===== src/rtl/v810_ifetch.sv =====
// v810_ifetch: instruction prefetch queue feeding v810_exec.
// Issues sequential halfword reads, tracks them through a fixed-latency
// pipe, and buffers {halfword, pc} pairs in a small FIFO. The consumer
// takes the head over a valid/ready handshake. A flush drops everything
// queued or in flight and restarts fetch at a new PC.
module v810_ifetch #(
  parameter int          DEPTH    = 4,
  parameter int          MEM_LAT  = 1,
  parameter logic [31:0] RESET_PC = 32'hFFFF_FFF0
) (
  input  logic        CLK,
  input  logic        RES,
  input  logic        CE,
  input  logic        FLUSH,
  input  logic [31:0] FLUSH_PC,
  output logic [31:0] MEM_A,
  output logic        MEM_RD,
  input  logic [15:0] MEM_D,
  output logic [15:0] Q_DATA,
  output logic [31:0] Q_PC,
  output logic        Q_VALID,
  input  logic        Q_READY
);

  localparam int AW = (DEPTH > 1) ? $clog2(DEPTH) : 1;
  localparam int CW = AW + 1;
  // Occupancy (count + inflight) needs headroom for up to 3 extra entries.
  localparam int OW = CW + 2;
  localparam logic [OW-1:0] DEPTH_O = OW'(DEPTH);

  logic [31:0]        fetch_pc_q, fetch_pc_d;
  logic [MEM_LAT-1:0] pipe_vld_q, pipe_vld_d;
  logic [31:0]        pipe_pc_q   [MEM_LAT];
  logic [31:0]        pipe_pc_d   [MEM_LAT];
  logic [15:0]        fifo_data_q [DEPTH];
  logic [15:0]        fifo_data_d [DEPTH];
  logic [31:0]        fifo_pc_q   [DEPTH];
  logic [31:0]        fifo_pc_d   [DEPTH];
  logic [CW-1:0]      wr_ptr_q, wr_ptr_d;
  logic [CW-1:0]      rd_ptr_q, rd_ptr_d;

  logic [CW-1:0]      count_s;
  logic [OW-1:0]      inflight_s;
  logic [OW-1:0]      occ_s;
  logic               mem_rd_s;
  logic               cap_s;
  logic               pop_s;
  logic [31:0]        flush_pc_s;

  // Occupancy, issue permission and the capture/pop strobes.
  always_comb begin
    count_s    = wr_ptr_q - rd_ptr_q;
    inflight_s = {OW{1'b0}};
    for (int i = 0; i < MEM_LAT; i++) begin
      inflight_s = inflight_s + {{(OW-1){1'b0}}, pipe_vld_q[i]};
    end
    occ_s      = OW'(count_s) + inflight_s;
    // Reads already in flight reserve a slot, so a capture can never overflow.
    mem_rd_s   = CE & ~RES & ~FLUSH & (occ_s < DEPTH_O);
    cap_s      = pipe_vld_q[MEM_LAT-1];
    pop_s      = (count_s != {CW{1'b0}}) & Q_READY;
    flush_pc_s = FLUSH_PC & 32'hFFFF_FFFE;
  end

  // Next-state: fetch PC, latency pipe and FIFO; flush overrides all else.
  always_comb begin
    fetch_pc_d  = fetch_pc_q;
    pipe_vld_d  = pipe_vld_q;
    pipe_pc_d   = pipe_pc_q;
    fifo_data_d = fifo_data_q;
    fifo_pc_d   = fifo_pc_q;
    wr_ptr_d    = wr_ptr_q;
    rd_ptr_d    = rd_ptr_q;
    if (CE && FLUSH) begin
      fetch_pc_d = flush_pc_s;
      pipe_vld_d = {MEM_LAT{1'b0}};
      wr_ptr_d   = {CW{1'b0}};
      rd_ptr_d   = {CW{1'b0}};
    end else if (CE) begin
      if (mem_rd_s) begin
        fetch_pc_d = fetch_pc_q + 32'd2;
      end else begin
        fetch_pc_d = fetch_pc_q;
      end
      pipe_vld_d[0] = mem_rd_s;
      pipe_pc_d[0]  = fetch_pc_q;
      for (int i = 1; i < MEM_LAT; i++) begin
        pipe_vld_d[i] = pipe_vld_q[i-1];
        pipe_pc_d[i]  = pipe_pc_q[i-1];
      end
      if (cap_s) begin
        fifo_data_d[wr_ptr_q[AW-1:0]] = MEM_D;
        fifo_pc_d[wr_ptr_q[AW-1:0]]   = pipe_pc_q[MEM_LAT-1];
        wr_ptr_d                      = wr_ptr_q + CW'(1);
      end else begin
        wr_ptr_d = wr_ptr_q;
      end
      if (pop_s) begin
        rd_ptr_d = rd_ptr_q + CW'(1);
      end else begin
        rd_ptr_d = rd_ptr_q;
      end
    end else begin
      fetch_pc_d = fetch_pc_q;
    end
  end

  // State registers with asynchronous reset to the boot fetch address.
  always_ff @(posedge CLK or posedge RES) begin
    if (RES) begin
      fetch_pc_q <= RESET_PC;
      pipe_vld_q <= {MEM_LAT{1'b0}};
      for (int i = 0; i < MEM_LAT; i++) begin
        pipe_pc_q[i] <= 32'h0000_0000;
      end
      for (int i = 0; i < DEPTH; i++) begin
        fifo_data_q[i] <= 16'h0000;
        fifo_pc_q[i]   <= RESET_PC;
      end
      wr_ptr_q <= {CW{1'b0}};
      rd_ptr_q <= {CW{1'b0}};
    end else begin
      fetch_pc_q  <= fetch_pc_d;
      pipe_vld_q  <= pipe_vld_d;
      pipe_pc_q   <= pipe_pc_d;
      fifo_data_q <= fifo_data_d;
      fifo_pc_q   <= fifo_pc_d;
      wr_ptr_q    <= wr_ptr_d;
      rd_ptr_q    <= rd_ptr_d;
    end
  end

  // Outputs: memory request and the combinational view of the queue head.
  always_comb begin
    MEM_A   = fetch_pc_q;
    MEM_RD  = mem_rd_s;
    Q_VALID = (count_s != {CW{1'b0}});
    Q_DATA  = fifo_data_q[rd_ptr_q[AW-1:0]];
    Q_PC    = fifo_pc_q[rd_ptr_q[AW-1:0]];
  end

endmodule


===== config.mk =====
export PLATFORM = sky130hd
export DESIGN_NAME = v810_ifetch
export DESIGN_NICKNAME = d
export VERILOG_FILES = /design/src/rtl/v810_ifetch.sv
export SDC_FILE = /design/constraint.sdc
export NUM_CORES = 1
export LEC_CHECK = 0
export CORE_ASPECT_RATIO = 0.9
export CORE_MARGIN = 2
export CORE_UTILIZATION = 35
export DETAILED_ROUTE_END_ITERATION = 10
export GPL_TIMING_DRIVEN = 0
export SLEW_MARGIN = 10
export SYNTH_ARGS = -nofsm -noshare
export SYNTH_HDL_FRONTEND = slang
export SYNTH_SLANG_ARGS = --single-unit

===== constraint.sdc =====
create_clock -name CLK -period 17.2 [get_ports CLK]
set_input_delay 2.58 -clock CLK [delete_from_list [all_inputs] [get_ports CLK]]
set_output_delay 2.58 -clock CLK [all_outputs]
set_load 0.02 [all_outputs]

After elaboration in Yosys (flattened, before gate mapping)
Cells that the tools add are included.
- word-level logic and storage cells: 66
- output and inout port bits: 82
- bits in writable memories: 0
- ROM bits: 0
- memories kept: 0
- bits in latches: 0
- register bits after elaboration: 263
- $lt $le $gt $ge: 4
- multipliers: 0
- multiplexer cells: 23
- reduce and logical (&&, ||, !) cells: 12
- div/mod/pow operators: 0
- equality and inequality tests: 0
- add/sub/neg operators: 5
- shift operators: 0
- bitwise logic cells: 9
- operators with widths (cell ; number):
    $mux W32 ; 6
    $bwmux W128 ; 1
    $bmux W32 S2 ; 1
    $bwmux W64 ; 1
    $demux W32 S2 ; 1
    $mux W16 ; 3
    $add A32 B2 Y32 const B ; 1
    $bmux W16 S2 ; 1
    $demux W16 S2 ; 1
    $mux W3 ; 6
    $reduce_and A2 Y1 ; 4
    $reduce_bool A2 Y1 ; 4
    $add A3 B1 Y3 const B ; 2
    $ge A3 B3 Y1 const B ; 2
    $not A2 Y3 ; 2
    $add A3 B1 Y4 ; 1
    $and A1 B1 Y1 ; 4
    $lt A4 B3 Y1 const B ; 1
    $lt A3 B1 Y1 const B ; 1
    $not A1 Y1 ; 3
    $reduce_and A3 Y1 ; 1
    $reduce_bool A3 Y1 ; 1
    $sub A3 B3 Y3 ; 1
    $logic_and A1 B1 Y1 ; 2
    $mux W1 ; 2

Longest topological paths before layout
Gate-level depths: netlist (run 1).
- depth in word-level cells: 7
- depth in mapped cells: 10
- mapped depth without buffers: 9

Least setup slack after synthesis (run 1)
Ideal clock, no wire load.
- path kind: input -> output
- start: input RES
- end: output MEM_RD
- data required time: 14.620 ns
- setup slack: 5.481 ns
- data arrival time: 9.139 ns
- stages: 4
- path buffers: 1
- cells stage by stage: inv_1 nand4_4 inv_4 buf_2
- cells in the longest elaborated chain, start to end: 4
- RTL lines (element ; RTL line ; RTL):
    from (decl) ; 12 ; input logic RES,
    $not A1 Y1 ; 59 ; mem_rd_s = CE & ~RES & ~FLUSH & (occ_s < DEPTH_O);
    $and A1 B1 Y1 (3 in a row) ; 59 ;
    to (decl) ; 17 ; output logic MEM_RD,
Every way passes these cells.

Final worst setup path (run 1)
Ends and elaborated chain as after synthesis.

==> results.md, run 1 <==
- Max transition margin: 0.325
- IO Port Bufs: 130
- Highest clock rate: 0.125 GHz
- HP Start: fifo_pc_q[35]$_DFFE_PP0P_
- FF/Latch Area: 0.00661 mm2
- Initial DRT Pass Iterations: 4
- Maximum vdd drop: 0.0000916 V
- Hold Crit Depth: 1
- Slowest CP cell: clkdlybuf4s50_1
- Critical Path RT: 14.62 ns
- Core Area: 0.0329 mm2
- Layout cells sized above 1: 0.504
- Power Dens Cells: 163 mW/mm2
- Syn Std Cell Area: 0.0117 mm2
- Worst r2r path cells: 10
- Max clock buf depth: 3
- Status: completed
- Rows: 63
- Synth warn: 0
- DPL Wire Length: 19,600 um
- Min-Delay Endpoint: fifo_pc_q[35]$_DFFE_PP0P_
- Diode count: 0
- Critical path class: primary input to output pin
- GP Congestion: 0.748
- Starting density of the core: 0.356
- Top_reg_cell synth: dfstp_2
- Post-CTS Hold Fix Bufs: 0
- CTS tree: done
- H-Tree Depth: 1
- Antenna violations before repair: 1
- Critical path arrival: 5.43 ns
- Post-synth EDFFs: 0
- Die area: 0.0350 mm2
- First-pass GRT wire length: 45,500 um
- Routed Antenna Nets: 0
- Setup bufs post-CTS: 0
- Most common cell after layout, fill and taps aside: mux2_2
- Num CTS Buffers: 29
- Final hold violation count: 0
- Mean Syn Cell Area: 14.9 um2
- Clock Tree Root: clkbuf_16
- Vias per std cell: 5.17
- Ys async rst share: 1.00
- Clk_lat worst skew: 0.54 ns
- TNS Setup: 0 ns
- Worst Max-Slew Pin Slew: 1.01 ns
- Cells after synthesis: 787
- GRT Overall Usage: 0.170
- Max Transition Viols Final: 0
- CP Launch Type: primary input
- Worst-path clk slew: 0.05 ns
- FILL cells: 3,023
- Number of max-cap violations: 0
- Die height: 178 um
- R2r setup slk: 14.42 ns
- Critical Path End Type: output pin
- DR WL/cell: 20.9 um
- Clk_skew: 0.0108 ns
- Largest net degree at the start of global routing: 94
- Most frequent cells in the layout: mux2_2 (219), dfstp_2 (140), clkdlybuf4s50_1 (130), dfrtp_1 (117), mux4_2 (47)
- Die width: 197 um
- Worst Path Buf+Inv: 6
- Setup ws final: 9.19 ns
- Vias in the first global route: 7,545
- Yosys reg bits: 257
- Period utilization: 0.466
- Area taken by multi-input logic gates: 0.00488 mm2
- Leakage: 5.97 nW
- RSZ-0062 raised after global routing: false
- I/O Pins: 135
- Hold WC Path Type: flip-flop to flip-flop
- Routed Wire Length: 29,100 um
- Crit-path max cell delay: 0.66 ns
- Post-synth cell types: 53
- CTS Sinks: 257
- Post-route minimum period: 8.01 ns
- Critical path's top delay family: buffers and inverters
- Top cell by count, worst path: clkdlybuf4s50_1
- Via count: 7,211
- Initial DRC Count: 387
- Post-CTS sizing: 0
- Crit-path cells: clkdlybuf4s50_1, inv_8, buf_16, nand4_4, inv_4, buf_2, clkdlybuf4s50_1
- Nets: 1,012
- Grt ovf: 0
- Area growth, synth to finish: 24.2%
- Final setup violation count: 0
- Setup WS pre-CTS: 9.09 ns
- Residual DRC: 0
- R2r startpoint: wr_ptr_q[0]$_DFFE_PP0P_
- Crit path max fanout: 89
- Sequential-to-total area share from yosys stat: 0.563
- RR Endpoint: MEM_A[30]$_DFFE_PP1P_
[metrics by stage]
| step | instances | cell area, um2 | total power (W) | util | hold WS [ns] |
|---|---|---|---|---|---|
| finish | 1394 | 14600 | 0.00238 | 0.442 | 0.499 |
| global route | 1394 | 14600 | 0.00251 | 0.442 | 0.508 |
| CTS | 1394 | 14600 | 0.00241 | 0.442 | 0.502 |
| detailed placement | 1342 | 13600 | 0.00179 | 0.414 | 0.489 |
| global placement | 1340 | 13600 | 0.00178 | 0.412 | 0.483 |
| floorplan | 788 | 11700 | 0.00147 | - | 0.474 |
[area by class of cell]
cell class              instances  share of cell area
inverters                       8             0.00275
multi-input cells             474               0.335
plain buffers                  49              0.0153
flip-flops and latches        257               0.453
well taps                     422              0.0362
clock inverters                 8             0.00318
clock buffers                  44              0.0613
repair buffers                132              0.0931
[flip-flops by register name (all words and copies together) (netlist names)]
signal / cells
fifo_pc_q: 124
cap_s: 1
fifo_data_q: 64
pipe_pc_q: 31
MEM_A: 31
wr_ptr_q: 3
rd_ptr_q: 3
[cells by family after synthesis]
kind of cell,after synthesis,synth area share
AO/OA/AOI/OAI,54,0.0284
XOR/XNOR,22,0.0177
adder cells (fa/ha/maj),8,0.00917
buffers and inverters,57,0.0218
flip-flops,257,0.563
multiplexers,269,0.303
other,1,0.000320
AND/OR/NAND/NOR,119,0.0568
[report_power, final]
group / internal (W) / leakage, nW / switching [W]
Sequential: 0.000867 / 2.97 / 0.000130
Clock: 0.000356 / 0.468 / 0.000247
Combinational: 0.000430 / 2.53 / 0.000348
Total: 0.00165 / 5.97 / 0.000725
[synth_stat cells, types with 7 or more instances]
library cell | n | share of area
xnor2_1 | 8 | 0.0060
inv_1 | 7 | 0.0022
mux4_2 | 47 | 0.090
nand3_1 | 17 | 0.0073
nand2_1 | 36 | 0.012
mux2_2 | 219 | 0.21
nor2_1 | 13 | 0.0042
dfrtp_1 | 117 | 0.25
buf_2 | 25 | 0.011
nand4_1 | 16 | 0.0085
clkbuf_1 | 17 | 0.0054
a21oi_1 | 9 | 0.0038
xor2_1 | 13 | 0.0097
nor4_1 | 9 | 0.0048
dfstp_2 | 140 | 0.31
o21ai_0 | 24 | 0.010
ha_1 | 7 | 0.0075
[worst max-delay path by stage]
stage	slack (ns)	end	cells past startpoint	from
after global placement	1.07	MEM_RD	6	RES
after detailed placement	9.09	MEM_RD	7	RES
after global routing	8.93	MEM_RD	7	RES
after floorplan	5.48	MEM_RD	4	RES
after CTS	9.08	MEM_RD	7	RES
final	9.19	MEM_RD	7	RES
[routing by layer]
metal / share of wire / vias to the layer above / GRT usage / wire, um
li1: - / 3249 / - / -
met1: 0.46 / 3778 / 0.239 / 13400
met2: 0.47 / 142 / 0.278 / 13700
met3: 0.053 / 40 / 0.0302 / 1540
met4: 0.017 / 2 / 0.0357 / 481
met5: 0.00041 / - / 0 / 12
Power figures use the tool's default switching activity.
==> inputs of run 2 (changes only) <==
Clock period 17.2 ns to 8.4 ns, I/O delays scaled along.
==> run 2 against run 1 <==
First-iteration DRC count decreased by 10%. Sequential power increased by 100%. Critical path depth increased by 1. Clock-buffer cell count increased by 1.
==> results.md, run 2 (synthesis results as in run 1) <==
- Status: completed
- Critical path arrival: 4.18 ns
- R2r startpoint: wr_ptr_q[0]$_DFFE_PP0P_
- Die width: 197 um
- Layout cells sized above 1: 0.495
- Via count: 7,276
- Clk_lat worst skew: 0.53 ns
- Setup WS pre-CTS: 2.90 ns
- Post-Layout Inst Area: 0.0145 mm2
- Die height: 178 um
- Critical path's top delay family: buffers and inverters
- Hold WC Path Type: flip-flop to flip-flop
- Worst r2r path cells: 10
- Final hold violation count: 0
- Maximum vdd drop: 0.000138 V
- I/O Pins: 135
- Max transition margin: 0.294
- Critical Path End Type: output pin
- Antenna violations before repair: 1
- Most flop-heavy register: fifo_pc_q
- Vias in the first global route: 7,581
- R2r setup slk: 5.62 ns
- H-Tree Depth: 1
- CTS Sinks: 257
- Most common cell after layout, fill and taps aside: mux2_2
- DR WL met3: 1780 um
- HP Start: fifo_data_q[26]$_DFFE_PP0P_
- Wl on met1: 13,100 um
- Largest net degree at the start of global routing: 38
- Residual DRC: 0
- Clock Tree Root: clkbuf_16
- IO Port Bufs: 130
- Max Used Layer: met5
- Setup ws final: 2.96 ns
- Grt ovf: 0
- RR Endpoint: MEM_A[30]$_DFFE_PP1P_
- Rows: 63
- Final setup violation count: 0
- DR WL/cell: 21.0 um
- Die area: 0.0350 mm2
- First-pass GRT wire length: 45,400 um
- Total power: 0.00476 W
- Post-route minimum period: 5.44 ns
- Initial DRC Count: 347
- Slowest CP cell: clkdlybuf4s50_1
- Leakage: 5.94 nW
- Largest registers: fifo_pc_q x124, fifo_data_q x64
- Routed Wire Length: 29,300 um
- Min-Delay Endpoint: fifo_data_q[26]$_DFFE_PP0P_
- Worst Path Buf+Inv: 7
- Routed Antenna Nets: 0
- DPL Wire Length: 20,500 um
- Worst Max-Slew Pin Slew: 1.05 ns
- Max reg flops: 124
- Met2 wire len: 13,800 um
- Max clock buf depth: 3
- RSZ-0062 raised after global routing: false
- Most frequent cells in the layout: mux2_2 (219), dfstp_2 (140), clkdlybuf4s50_1 (130), dfrtp_1 (117), mux4_2 (47)
- CP Launch Type: primary input
- Highest clock rate: 0.184 GHz
- TNS Setup: 0 ns
- Period utilization: 0.648
- Crit path max fanout: 35
- Number of max-cap violations: 0
- CTS tree: done
- Starting density of the core: 0.356
- Hold slack: 0.499 ns
- Diode count: 0
- Dpl cell area: 0.0137 mm2
- Core Area: 0.0329 mm2
- Clk_skew: 0.0117 ns
- Nets: 1,015
- Num CTS Buffers: 27
- Initial DRT Pass Iterations: 5
- GRT Overall Usage: 0.170
- Setup bufs post-CTS: 0
- Max Transition Viols Final: 0
- Hold Crit Depth: 1
- Crit-path max cell delay: 0.66 ns
- Critical Path RT: 7.14 ns
- Crit-path cells: clkdlybuf4s50_1, clkinvlp_4, buf_12, buf_12, nand4_4, inv_4, buf_2, clkdlybuf4s50_1
- GP Congestion: 0.723
- Area growth, synth to finish: 23.9%
- Power Dens Cells: 328 mW/mm2
- Critical path class: primary input to output pin
- Worst-path clk slew: 0.06 ns
- Post-CTS sizing: 0
- Vias per std cell: 5.21
- Post-CTS Hold Fix Bufs: 0
run 2: through the flow:
stage,util,std cells
2_1_floorplan,-,788
3_3_place_gp,0.412,1340
3_5_place_dp,0.416,1347
4_1_cts,0.441,1396
5_1_grt,0.441,1396
6_report,0.441,1396
run 2: power by group:
part | leakage [nW] | internal (W) | switching (W)
logic | 2.57 | 0.000884 | 0.000714
clock network | 0.398 | 0.000653 | 0.000472
registers | 2.97 | 0.00178 | 0.000266
total | 5.94 | 0.00331 | 0.00145
run 2: how the worst max path moves through the flow:
stage               endpoint  start  cells past startpoint
CTS                   MEM_RD    RES                      8
finish                MEM_RD    RES                      8
floorplan             MEM_RD    RES                      4
detailed placement    MEM_RD    RES                      8
global placement      MEM_RD    RES                      6
global route          MEM_RD    RES                      8
run 2: cell type report:
type | instances | area (um2)
repair buffers | 137 | 1450
inverters | 8 | 36.3
flip-flops and latches | 257 | 6610
multi-input cells | 474 | 4880
clock inverters | 4 | 45.0
clock buffers | 45 | 773
well taps | 422 | 528
fillers | 3037 | 18400
plain buffers | 49 | 223
run 2: layer usage:
metal | GRT usage | vias up
met5 | 0 | -
met4 | 0.0363 | 2
met3 | 0.0350 | 42
met2 | 0.279 | 164
met1 | 0.235 | 3799
li1 | - | 3269
==> inputs of run 3 (changes only) <==
Clock period 8.4 ns to 5.5 ns, I/O delays scaled along.
==> run 3 against run 2 <==
Wire length is 2.1% lower. Worst setup slack worse by 1.6 ns. Sequential power is 52% higher. Critical path type is now flip-flop to output pin. Largest cell class unchanged.
==> results.md, run 3 (synthesis results as in run 1) <==
- CTS tree: done
- Vias in the first global route: 7,548
- Most used routing layer: met2
- R2r setup slk: 2.80 ns
- Area taken by multi-input logic gates: 0.00488 mm2
- Die height: 178 um
- Final hold violation count: 0
- Leakage: 6.03 nW
- TNS Setup: 0 ns
- Most flop-heavy register: fifo_pc_q
- RR Endpoint: MEM_A[19]$_DFFE_PP1P_
- Max Transition Viols Final: 0
- Num CTS Buffers: 28
- Worst-path clk slew: 0.06 ns
- Die area: 0.0350 mm2
- Critical path arrival: 3.31 ns
- Clock Tree Root: clkbuf_16
- First-pass GRT wire length: 45,300 um
- Setup bufs post-CTS: 0
- Met3 global-route usage: 0.0344
- Critical path class: flip-flop to output pin
- IO Port Bufs: 130
- Max clock buf depth: 3
- Final setup violation count: 0
- Vias per std cell: 5.12
- CP Launch Type: flip-flop
- Layout cells sized above 1: 0.506
- Die width: 197 um
- Grt ovf: 0
- Hold WC Path Type: flip-flop to flip-flop
- Initial DRT Pass Iterations: 5
- Most frequent cells in the layout: mux2_2 (219), dfstp_2 (140), clkdlybuf4s50_1 (130), dfrtp_1 (117), mux4_2 (47)
- Via count: 7,170
- Antenna violations before repair: 1
- Routed Wire Length: 28,700 um
- R2r startpoint: wr_ptr_q[0]$_DFFE_PP0P_
- Starting density of the core: 0.356
- Critical Path End Type: output pin
- Maximum vdd drop: 0.000280 V
- Met2 Use GR: 0.273
- Residual DRC: 0
- Most common cell after layout, fill and taps aside: mux2_2
- Core Area: 0.0329 mm2
- Setup WS pre-CTS: 1.55 ns
- Initial DRC Count: 348
- Largest net degree at the start of global routing: 39
- Nets: 1,016
- GP Congestion: 0.749
- Post-CTS sizing: 0
- DPL Wire Length: 19,800 um
- FILL cells: 3,018
- HP Start: fifo_data_q[18]$_DFFE_PP0P_
- CTS Sinks: 257
- Number of max-cap violations: 0
- GRT Overall Usage: 0.169
- Hold Crit Depth: 1
- Worst r2r path cells: 9
- Critical Path RT: 4.68 ns
- Period utilization: 0.751
- Clk_skew: 0.00899 ns
- Max transition margin: 0.349
- Status: completed
- Clk_lat worst skew: 0.54 ns
- Rows: 63
- Worst Max-Slew Pin Slew: 0.968 ns
- RSZ-0062 raised after global routing: false
- FF/Latch Area: 0.00661 mm2
- Post-route minimum period: 4.13 ns
- Area growth, synth to finish: 25.4%
- Crit path max fanout: 10
- DR WL/cell: 20.5 um
- Routed Antenna Nets: 0
- Max reg flops: 124
- Met1 usage: 0.235
- Largest registers: fifo_pc_q x124, fifo_data_q x64
- Power Dens Cells: 513 mW/mm2
- Min-Delay Endpoint: fifo_data_q[18]$_DFFE_PP0P_
- Post-CTS Hold Fix Bufs: 0
- H-Tree Depth: 1
- Crit path launch: wr_ptr_q[0]$_DFFE_PP0P_
- Setup ws final: 1.37 ns
- I/O Pins: 135
- Highest clock rate: 0.242 GHz
## run 3: report_power, final
part / leakage (nW) / switching (W) / internal, W
Clock: 0.495 / 0.000763 / 0.00124
Sequential: 2.97 / 0.000402 / 0.00271
Combinational: 2.56 / 0.00108 / 0.00135
## run 3: metal layers
metal  wire (um)  up-vias
met3        1280       37
met5           0        -
li1            -     3251
met2       13400      138
met4         555        0
met1       13400     3744
## run 3: per-stage QoR
stage / power, W / cells / hold WS [ns] / area, um2 / util
floorplan: 0.00461 / 788 / 0.474 / 11700 / -
global placement: 0.00556 / 1340 / 0.482 / 13600 / 0.412
detailed placement: 0.00561 / 1347 / 0.488 / 13700 / 0.416
CTS: 0.00765 / 1399 / 0.502 / 14700 / 0.447
global route: 0.00796 / 1399 / 0.510 / 14700 / 0.447
finish: 0.00755 / 1400 / 0.498 / 14700 / 0.447
## run 3: layout make-up
cell class	instances	area share
multi-input cells	474	0.331
diodes	1	0.000170
plain buffers	49	0.0156
inverters	8	0.00247
flip-flops and latches	257	0.449
clock inverters	10	0.0105
well taps	422	0.0359
clock buffers	42	0.0574
repair buffers	137	0.0979
## run 3: worst max-delay path by stage
stage,endpoint,depth (start not counted)
after global routing,MEM_RD,8
after floorplan,MEM_RD,4
after detailed placement,MEM_RD,7
after global placement,MEM_RD,6
final,MEM_RD,8
after CTS,MEM_RD,8
## run 3: worst max-delay path, stage by stage (launching register included)
cell,delay (ns)
dfrtp_1,0.40
inv_1,0.12
ha_1,0.22
fa_1,0.45
or3b_2,0.53
nand4_4,0.21
inv_4,0.12
buf_6,0.17
clkdlybuf4s50_1,0.54
